--- config.mk ---
export PLATFORM = sky130hd
export DESIGN_NAME = upsampler_pkt_framer_flat
export DESIGN_NICKNAME = d
export VERILOG_FILES = /design/src/rtl/upsampler_pkg.sv /design/src/rtl/upsampler_pkt_framer_if.sv /design/src/rtl/upsampler_pkt_framer_skid.sv /design/src/rtl/upsampler_pkt_framer.sv /design/src/flat_wrapper.sv
export SDC_FILE = /design/constraint.sdc
export NUM_CORES = 1
export LEC_CHECK = 0
export ABC_AREA = 1
export BUFFER_PORTS_ARGS = -buffer_cell sky130_fd_sc_hd__buf_2
export CAP_MARGIN = 40
export CORE_ASPECT_RATIO = 0.8
export CORE_MARGIN = 4
export CORE_UTILIZATION = 59
export CTS_BUF_LIST = sky130_fd_sc_hd__clkbuf_16
export DETAILED_ROUTE_END_ITERATION = 10
export PLACE_DENSITY = 0.92
export SYNTH_ARGS = -nofsm -noshare
export SYNTH_HDL_FRONTEND = slang
export SYNTH_SLANG_ARGS = --single-unit
--- constraint.sdc ---
create_clock -name i_clk -period 6.25 [get_ports i_clk]
set_input_delay 1.25 -clock i_clk [delete_from_list [all_inputs] [get_ports i_clk]]
set_output_delay 1.25 -clock i_clk [all_outputs]
set_load 0.02 [all_outputs]
--- src/rtl/upsampler_pkg.sv ---
// Types and constants shared by the upSampler datapath blocks and their settings maps.
package upsampler_pkg;
  localparam logic [7:0] SR_SPP      = 8'd130;
  localparam int         DEFAULT_SPP = 256;

  typedef logic [15:0] spp_t;

  typedef struct packed {
    logic [15:0] i;
    logic [15:0] q;
  } sample_t;

  function automatic spp_t clamp_spp(spp_t v, spp_t max);
    return (v > max) ? max : v;
  endfunction
endpackage

--- src/rtl/upsampler_pkt_framer_if.sv ---
// Sample stream in from the interpolator and framed stream out to axi_wrapper_mod.
interface upsampler_pkt_framer_if;
  import upsampler_pkg::*;

  sample_t din;
  logic    din_vld;
  logic    din_rdy;
  sample_t tdata;
  logic    tlast;
  logic    tvalid;
  logic    tready;

  modport master (input din, din_vld, tready, output din_rdy, tdata, tlast, tvalid);
  modport slave  (output din, din_vld, tready, input din_rdy, tdata, tlast, tvalid);
endinterface

--- src/rtl/upsampler_pkt_framer_skid.sv ---
// Two-entry buffer (output register + skid register) whose input ready is a flop.
module axis_skid_buf #(
  parameter int W = 33
) (
  input  logic         clk,
  input  logic         rst,
  input  logic         clear,
  input  logic [W-1:0] in_data,
  input  logic         in_vld,
  output logic         in_rdy,
  output logic [W-1:0] out_data,
  output logic         out_vld,
  input  logic         out_rdy
);
  logic [W-1:0] skid_data;
  logic         skid_vld;
  logic         in_xfer;

  assign in_xfer = in_vld & in_rdy & ~clear;

  // in_rdy always tracks "skid empty" for the next cycle.
  always_ff @(posedge clk) begin
    if (rst) begin
      out_vld   <= 1'b0;
      out_data  <= '0;
      skid_vld  <= 1'b0;
      skid_data <= '0;
      in_rdy    <= 1'b0;
    end else if (clear) begin
      out_vld  <= 1'b0;
      skid_vld <= 1'b0;
      in_rdy   <= 1'b1;
    end else if (!out_vld || out_rdy) begin
      in_rdy <= 1'b1;
      if (skid_vld) begin
        out_data <= skid_data;
        out_vld  <= 1'b1;
        skid_vld <= 1'b0;
      end else begin
        out_vld <= in_xfer;
        if (in_xfer) out_data <= in_data;
      end
    end else if (in_xfer) begin
      skid_data <= in_data;
      skid_vld  <= 1'b1;
      in_rdy    <= 1'b0;
    end
  end
endmodule

--- src/rtl/upsampler_pkt_framer.sv ---
// Frames the interpolator sample stream into SPP-long packets and counts completed packets.
module upsampler_pkt_framer
  import upsampler_pkg::spp_t;
  import upsampler_pkg::clamp_spp;
#(
  parameter logic [7:0] SR_SPP      = upsampler_pkg::SR_SPP,
  parameter int         DEFAULT_SPP = upsampler_pkg::DEFAULT_SPP,
  parameter int         MAX_SPP     = 1024
) (
  input  logic                          i_clk,
  input  logic                          i_rst,
  input  logic                          i_clear,
  input  logic                          i_set_stb,
  input  logic [7:0]                    i_set_addr,
  input  logic [31:0]                   i_set_data,
  upsampler_pkt_framer_if.master        bus,
  output spp_t                          o_spp,
  output logic [31:0]                   o_pkt_cnt
);
  localparam int CW = $clog2(MAX_SPP + 1);

  logic          spp_wr;
  logic          in_xfer;
  logic          out_xfer;
  logic          last;
  logic [CW-1:0] cnt;
  spp_t          pkt_len;
  spp_t          len;

  assign spp_wr   = i_set_stb && (i_set_addr == SR_SPP) && (i_set_data[15:0] != 16'd0);
  assign in_xfer  = bus.din_vld & bus.din_rdy & ~i_clear;
  assign out_xfer = bus.tvalid & bus.tready;

  // The first sample of a packet uses the live SPP; later samples use the latched length.
  assign len  = (cnt == '0) ? o_spp : pkt_len;
  assign last = (spp_t'(cnt) == len - 16'd1);

  always_ff @(posedge i_clk) begin
    if (i_rst) begin
      o_spp   <= spp_t'(DEFAULT_SPP);
      pkt_len <= spp_t'(DEFAULT_SPP);
      cnt     <= '0;
    end else begin
      if (spp_wr) o_spp <= clamp_spp(i_set_data[15:0], spp_t'(MAX_SPP));
      if (i_clear) begin
        cnt <= '0;
      end else if (in_xfer) begin
        if (cnt == '0) pkt_len <= o_spp;
        cnt <= last ? '0 : cnt + 1'b1;
      end
    end
  end

  always_ff @(posedge i_clk) begin
    if (i_rst || i_clear)          o_pkt_cnt <= '0;
    else if (out_xfer && bus.tlast) o_pkt_cnt <= o_pkt_cnt + 32'd1;
  end

  axis_skid_buf #(.W(33)) u_skid (
    .clk      (i_clk),
    .rst      (i_rst),
    .clear    (i_clear),
    .in_data  ({last, bus.din}),
    .in_vld   (bus.din_vld),
    .in_rdy   (bus.din_rdy),
    .out_data ({bus.tlast, bus.tdata}),
    .out_vld  (bus.tvalid),
    .out_rdy  (bus.tready)
  );
endmodule

--- src/flat_wrapper.sv ---
// flat-port wrapper written by rule: the top's interface ports become plain ports
module upsampler_pkt_framer_flat import upsampler_pkg::spp_t; import upsampler_pkg::clamp_spp;
#(
  parameter logic [7:0] SR_SPP      = upsampler_pkg::SR_SPP,
  parameter int         DEFAULT_SPP = upsampler_pkg::DEFAULT_SPP,
  parameter int         MAX_SPP     = 1024
)
  (i_clk, i_rst, i_clear, i_set_stb, i_set_addr, i_set_data, o_spp, o_pkt_cnt, bus_din, bus_din_vld, bus_tready, bus_din_rdy, bus_tdata, bus_tlast, bus_tvalid);
  upsampler_pkt_framer_if bus_i ();
  input  logic i_clk;
  input  logic i_rst;
  input  logic i_clear;
  input  logic i_set_stb;
  input  logic [7:0] i_set_addr;
  input  logic [31:0] i_set_data;
  output spp_t o_spp;
  output logic [31:0] o_pkt_cnt;
  input wire logic [$bits(bus_i.din)-1:0] bus_din;
  input wire logic [$bits(bus_i.din_vld)-1:0] bus_din_vld;
  input wire logic [$bits(bus_i.tready)-1:0] bus_tready;
  output wire logic [$bits(bus_i.din_rdy)-1:0] bus_din_rdy;
  output wire logic [$bits(bus_i.tdata)-1:0] bus_tdata;
  output wire logic [$bits(bus_i.tlast)-1:0] bus_tlast;
  output wire logic [$bits(bus_i.tvalid)-1:0] bus_tvalid;
  assign bus_i.din = bus_din;
  assign bus_i.din_vld = bus_din_vld;
  assign bus_i.tready = bus_tready;
  assign bus_din_rdy = bus_i.din_rdy;
  assign bus_tdata = bus_i.tdata;
  assign bus_tlast = bus_i.tlast;
  assign bus_tvalid = bus_i.tvalid;
  upsampler_pkt_framer #(.SR_SPP(SR_SPP), .DEFAULT_SPP(DEFAULT_SPP), .MAX_SPP(MAX_SPP)) u_core (.i_clk(i_clk), .i_rst(i_rst), .i_clear(i_clear), .i_set_stb(i_set_stb), .i_set_addr(i_set_addr), .i_set_data(i_set_data), .bus(bus_i), .o_spp(o_spp), .o_pkt_cnt(o_pkt_cnt));
endmodule
# After elaboration in Yosys (flattened, before gate mapping)
# Cells that the tools add are included.
# op_classes
n_addsub	3
magnitude_cmp	1
n_eq_ne	2
mux	9
n_bitwise	5
n_reduce_logical	15
# ops
op	n
33-bit two-way mux	2
32-bit by 1-bit adder with 32-bit output (second input constant)	1
16-bit two-way mux	2
11-bit by 16-bit == test with 1-bit output	1
16-bit by 11-bit greater-than comparator with 1-bit output (second input constant)	1
16-bit nonzero test	1
16-bit by 1-bit subtractor with 16-bit output (second input constant)	1
11-bit by 1-bit adder with 11-bit output (second input constant)	1
11-bit zero test	1
11-bit two-way mux	1
8-bit == test (second input constant)	1
3-bit AND reduction	2
1-bit two-way mux	4
1-bit bitwise AND	3
1-bit logical AND	3
3-bit nonzero test	1
3-bit OR reduction	1
1-bit logical OR	2
1-bit NOT	2
2-bit AND reduction	1
2-bit nonzero test	1
2-bit OR reduction	1
1-bit zero test	1
# totals
register_bits	144
input_bits	78
output_inout_bits	83
wordCells	44

# Longest topological paths before layout
# depth
word_depth	6
depth_mapped	22
mapped_depth_nobuf	21

# Hierarchy
# A second synthesis with hierarchy kept.
# hier_totals
hier_cells	1186
hier_area_um2	7811.2
# modules_own_cells
mod	instances	cells_each	area_each_um2	seq_area_each_um2
upsampler_pkt_framer	1	668	4395.5	1501.4
axis_skid_buf	1	518	3415.8	1381.3

# Worst setup path before layout
# No wires, ideal clock.
# synth_timing
kind	input -> register
start	input port bus_tready
end	register u_core.o_pkt_cnt[21]
setup_ps	128
arrival_time_ps	2866
t_required_ps	6122
slack_ps	3256
stages	13
path_buffers	0
cell_sequence	inv_1 > nor2_1 > nand2_1 > nor2_2 > nand2_1 > inv_1 > nand2_1 > or3_1 > nor2_1 > nand3_1 > nor3_2 > xnor2_1 > nor2_1
# synth_via
elab_chain_cells	2
# synth_rtl
element	line	text
start: declaration	flat_wrapper.sv:20	input wire logic [$bits(bus_i.tready)-1:0] bus_tready;
1-bit bitwise AND	upsampler_pkt_framer.sv:32	assign out_xfer = bus.tvalid & bus.tready;
1-bit logical AND	upsampler_pkt_framer.sv:56	else if (out_xfer && bus.tlast) o_pkt_cnt <= o_pkt_cnt + 32'd1;
end signal: assignment	upsampler_pkt_framer.sv:56	
end: declaration	upsampler_pkt_framer.sv:18	output logic [31:0] o_pkt_cnt
# No other way between the ends.
# A chain may end at the register's enable or synchronous reset.

# Worst setup path in the final report
# layout_timing
start	input port i_clear
end	register u_core.u_skid.out_data[11]
# layout_via
elab_chain_cells	4
# layout_rtl
element	line	text
start: declaration	flat_wrapper.sv:12	input logic i_clear;
1-bit NOT (*)	upsampler_pkt_framer_skid.sv:19	assign in_xfer = in_vld & in_rdy & ~clear;
1-bit bitwise AND	upsampler_pkt_framer_skid.sv:19	
2-bit nonzero test (no line)	--	
3-bit AND reduction (no line) (*)	--	
end signal: assignment	upsampler_pkt_framer_skid.sv:36	out_data <= skid_data;
end signal: assignment	upsampler_pkt_framer_skid.sv:41	if (in_xfer) out_data <= in_data;
end: declaration	upsampler_pkt_framer_skid.sv:11	output logic [W-1:0] out_data,
# Mark *: on every way between the ends. The rest lies on a longest branch, timed or not.

==> results_dict.tcl <==
set metrics [dict create \
    io_pins 161 \
    fin_util_pct 73.6 \
    antenna-diode-count 0 \
    final_common_cell "sky130_fd_sc_hd__nand2_1" \
    power_density_nw_per_um2 250 \
    clkLatencyLatePin_ns 0.43 \
    yosysTopAreaCellShare_pct 40.5 \
    antenna_violations_before_repair 0 \
    synth_warnings 0 \
    crit_share_post_route_pct 60.8 \
    cts_root_buf "sky130_fd_sc_hd__clkbuf_16" \
    min_from "u_core.o_spp[11]" \
    finalHoldViolations 0 \
    timing_worst_slew_pin_value_ns 0.849 \
    cell_type_with_the_largest_total_area_after_synthesis "sky130_fd_sc_hd__dfxtp_1" \
    setup.reg_to_reg.worst_slack_ns 2.85 \
    gp_congestion 0.987 \
    clkPwrFrac_pct 50.0 \
    netlist-cell-type-count 41 \
    net_switching_w 0.000524 \
    ctsLongestPathBuffers 2 \
    nNetsFinal 1266 \
    core_region_area_um2 11600 \
    timing.critical_path.fanout_max 65 \
    numClockSinks 144 \
    hold_depth 2 \
    grt_overflow 0 \
    reg2reg_depth 19 \
    status "complete, no violations" \
    highest_signal_layer "met4" \
    power_frac_comb_pct 6.2 \
    detailroute.wirelength.met3_mm 1.83 \
    critical_path.slowest_cell "sky130_fd_sc_hd__inv_1" \
    clkTransAtPathRegs_ns 0.06 \
    hold_path_class "flop to flop" \
    vias_per_cell 5.57 \
    period_needed_ns 3.80 \
    final.fill_count 847 \
    grt_setup_unrepaired "no" \
    setup_tns_ns 0 \
    wl_met2_mm 8.95 \
    hold-path-endpoint "u_core.o_spp[11]" \
    r2r-start "u_core.cnt[0]" \
    grt_first_pass_wirelength_mm 32.5 \
    power.internal_w 0.00162 \
    switching_share_pct 24.4 \
    hpwl_mm 13.3 \
    ir_drop_uv 213 \
    final_max_slew_viol_count 0 \
    detailedRoute.firstIterationViolations 729 \
    highest_achievable_clock_rate_ghz 0.263 \
    register_share_of_total_power_pct 43.8 \
    cts-buffers-inserted 17 \
    post_synth_instance_area_um2 7110 \
    number_of_global_route_vias_before_repair 7028 \
    detail-route-antenna-nets 0 \
    grt_util_all_layers_pct 28.6 \
    cts_resized 0 \
    cp_top_family "buffers and inverters" \
    m1WireLength_mm 8.44 \
    max-cap-violations 0 \
    placement_rows 35 \
    residual_drc_count 0 \
    route.vias.total 7493 \
    die_height_um 106 \
    netlist_instances 1055 \
    crit-reg2reg-capture "u_core.cnt[3]" \
    timing.final.setup_violations 0 \
    total_power_w 0.00214 \
    average_instance_area_after_synthesis_um2 6.74 \
    worstPathBufferInverterCount 4 \
    wl_mm 19.6 \
    cp-start-kind "input port" \
    required_ns 6.59 \
    cts_tree "done" \
    drt_pass1_iterations 5 \
    drive_above_1_share_pct 18.9 \
    slew-limit-headroom_pct 43.2 \
    routedWlPerCell_um 14.6 \
    power_leakage_nw 4.18 \
    crit_path_cell_trace "buf_2, inv_1, nand3_1, inv_1, nor2_1, nor3_2, buf_4, o21ai_0, a31oi_1" \
    cts.htree.levels 4 \
    worst-endpoint-arrival_ns 4.14 \
    grt_start_max_net_pins 87 \
    floorplan.initialDensity_pct 61.1 \
    syn_nets 1137 \
    area_of_the_die_um2 13900 \
    critPathCaptureType "flop" \
    ctsHoldBuffers 0 \
    final.setup_skew_ns 0.0119 \
    type_of_the_worst_setup_path "input port to flop" \
    post-cts-setup-buffers 0 \
    critical-path-top-cell-by-count "sky130_fd_sc_hd__inv_1" \
    mostFrequentLayoutCells "sky130_fd_sc_hd__nand2_1 (256), sky130_fd_sc_hd__nor2_1 (146), sky130_fd_sc_hd__buf_2 (144), sky130_fd_sc_hd__dfxtp_1 (144), sky130_fd_sc_hd__inv_1 (128)" \
    synth_sequential_area_ratio_pct 40.5 \
    layout-area-overhead-vs-synth_pct 20.5 \
    yosys_register_bits 144 \
    width_of_the_chip_um 131 \
    timing.critical_path.slowest_cell_delay_ns 0.85 \
    synth.top_cells.by_area "sky130_fd_sc_hd__dfxtp_1 (41%), sky130_fd_sc_hd__nand2_1 (14%), sky130_fd_sc_hd__nor2_1 (7.8%)" \
    placement.io_buffers 144 \
]
-- power by group through the flow --
stage / Sequential (W) / Combinational (W) / Clock [W]
floorplan: 0.000967 / 0.0000738 / 0
global placement: 0.000958 / 0.000127 / 0
detailed placement: 0.000958 / 0.000130 / 0
CTS: 0.000939 / 0.000132 / 0.00108
global route: 0.000940 / 0.000148 / 0.00112
finish: 0.000939 / 0.000134 / 0.00107
-- cell families after synthesis --
group	count (synthesis)	share of synthesized area (%)
fa+ha+maj	4	0.704
simple gates	517	31.6
flops	144	40.5
compound gates	195	15.0
buf+inv	172	9.32
xor+xnor	23	2.83
-- area by class of cell --
cell class / instances / area, um2 / share of cell area [%]
multi-input combinational: 739 / 3570 / 41.7
sequential: 144 / 2880 / 33.6
timing repair buffer: 151 / 813 / 9.49
inverter: 131 / 492 / 5.74
clock buffer: 17 / 425 / 4.96
clock inverter: 15 / 198 / 2.31
tap: 148 / 185 / 2.16
-- Yosys cell counts, drive strengths merged --
master,instances
nand2,270
nor2,165
dfxtp,144
inv,130
o21ai,105
a21oi,40
nand3,37
clkbuf,36
a31oi,33
nor3,21
xor2,21
nand4,10
o211ai,8
nor4,6
a211oi,5
buf,5
ha,4
nand3b,2
o211a,2
or2,2
xnor2,2
and3b,1
clkinv,1
nor3b,1
o21a,1
o311ai,1
or3,1
or4,1
-- registers in the layout, summed over array words and instances, names as in the netlist --
name and cells:
u_core.cnt 11, u_core.u_skid.out_data 33, u_core.u_skid.out_vld 1, u_core.u_skid.skid_data 33, u_core.u_skid.in_rdy 1, u_core.u_skid.skid_vld 1
u_core.o_pkt_cnt 32, u_core.o_spp 16, u_core.pkt_len 16
-- routing by layer --
metal | vias to the layer above | global-route usage [%]
li1 | 3653 | -
met1 | 3434 | 38.9
met2 | 367 | 44.7
met3 | 39 | 6.08
met4 | 0 | 10.4
met5 | - | 0
-- per-stage QoR --
stage                     hold WS (ns)  instances  worst slack, ns  area (um2)
after floorplan                  0.447       1055             3.26        7110
after global placement           0.449       1311             2.16        7890
after detailed placement         0.453       1313             2.13        7950
after CTS                        0.466       1345             2.53        8570
after global routing             0.494       1345             2.13        8570
final                            0.468       1345             2.45        8570
-- worst register-to-register path, delay by kind of cell (launching register included) --
family        cells  cell delay, ns
simple gates     14            2.23
xor+xnor          1            0.13
fa+ha+maj         2            0.43
buf+inv           2            0.15
flops             1            0.35
-- how the worst max path moves through the flow --
stage / startpoint / end / cells past startpoint
finish: i_clear / u_core.u_skid.out_data[11] / 9
global route: i_clear / u_core.u_skid.out_data[32] / 11
CTS: i_clear / u_core.u_skid.out_data[32] / 11
detailed placement: i_clear / u_core.u_skid.out_data[32] / 11
global placement: i_clear / u_core.u_skid.out_data[32] / 11
floorplan: bus_tready / u_core.o_pkt_cnt[21] / 13
Power figures use the tool's default switching activity.
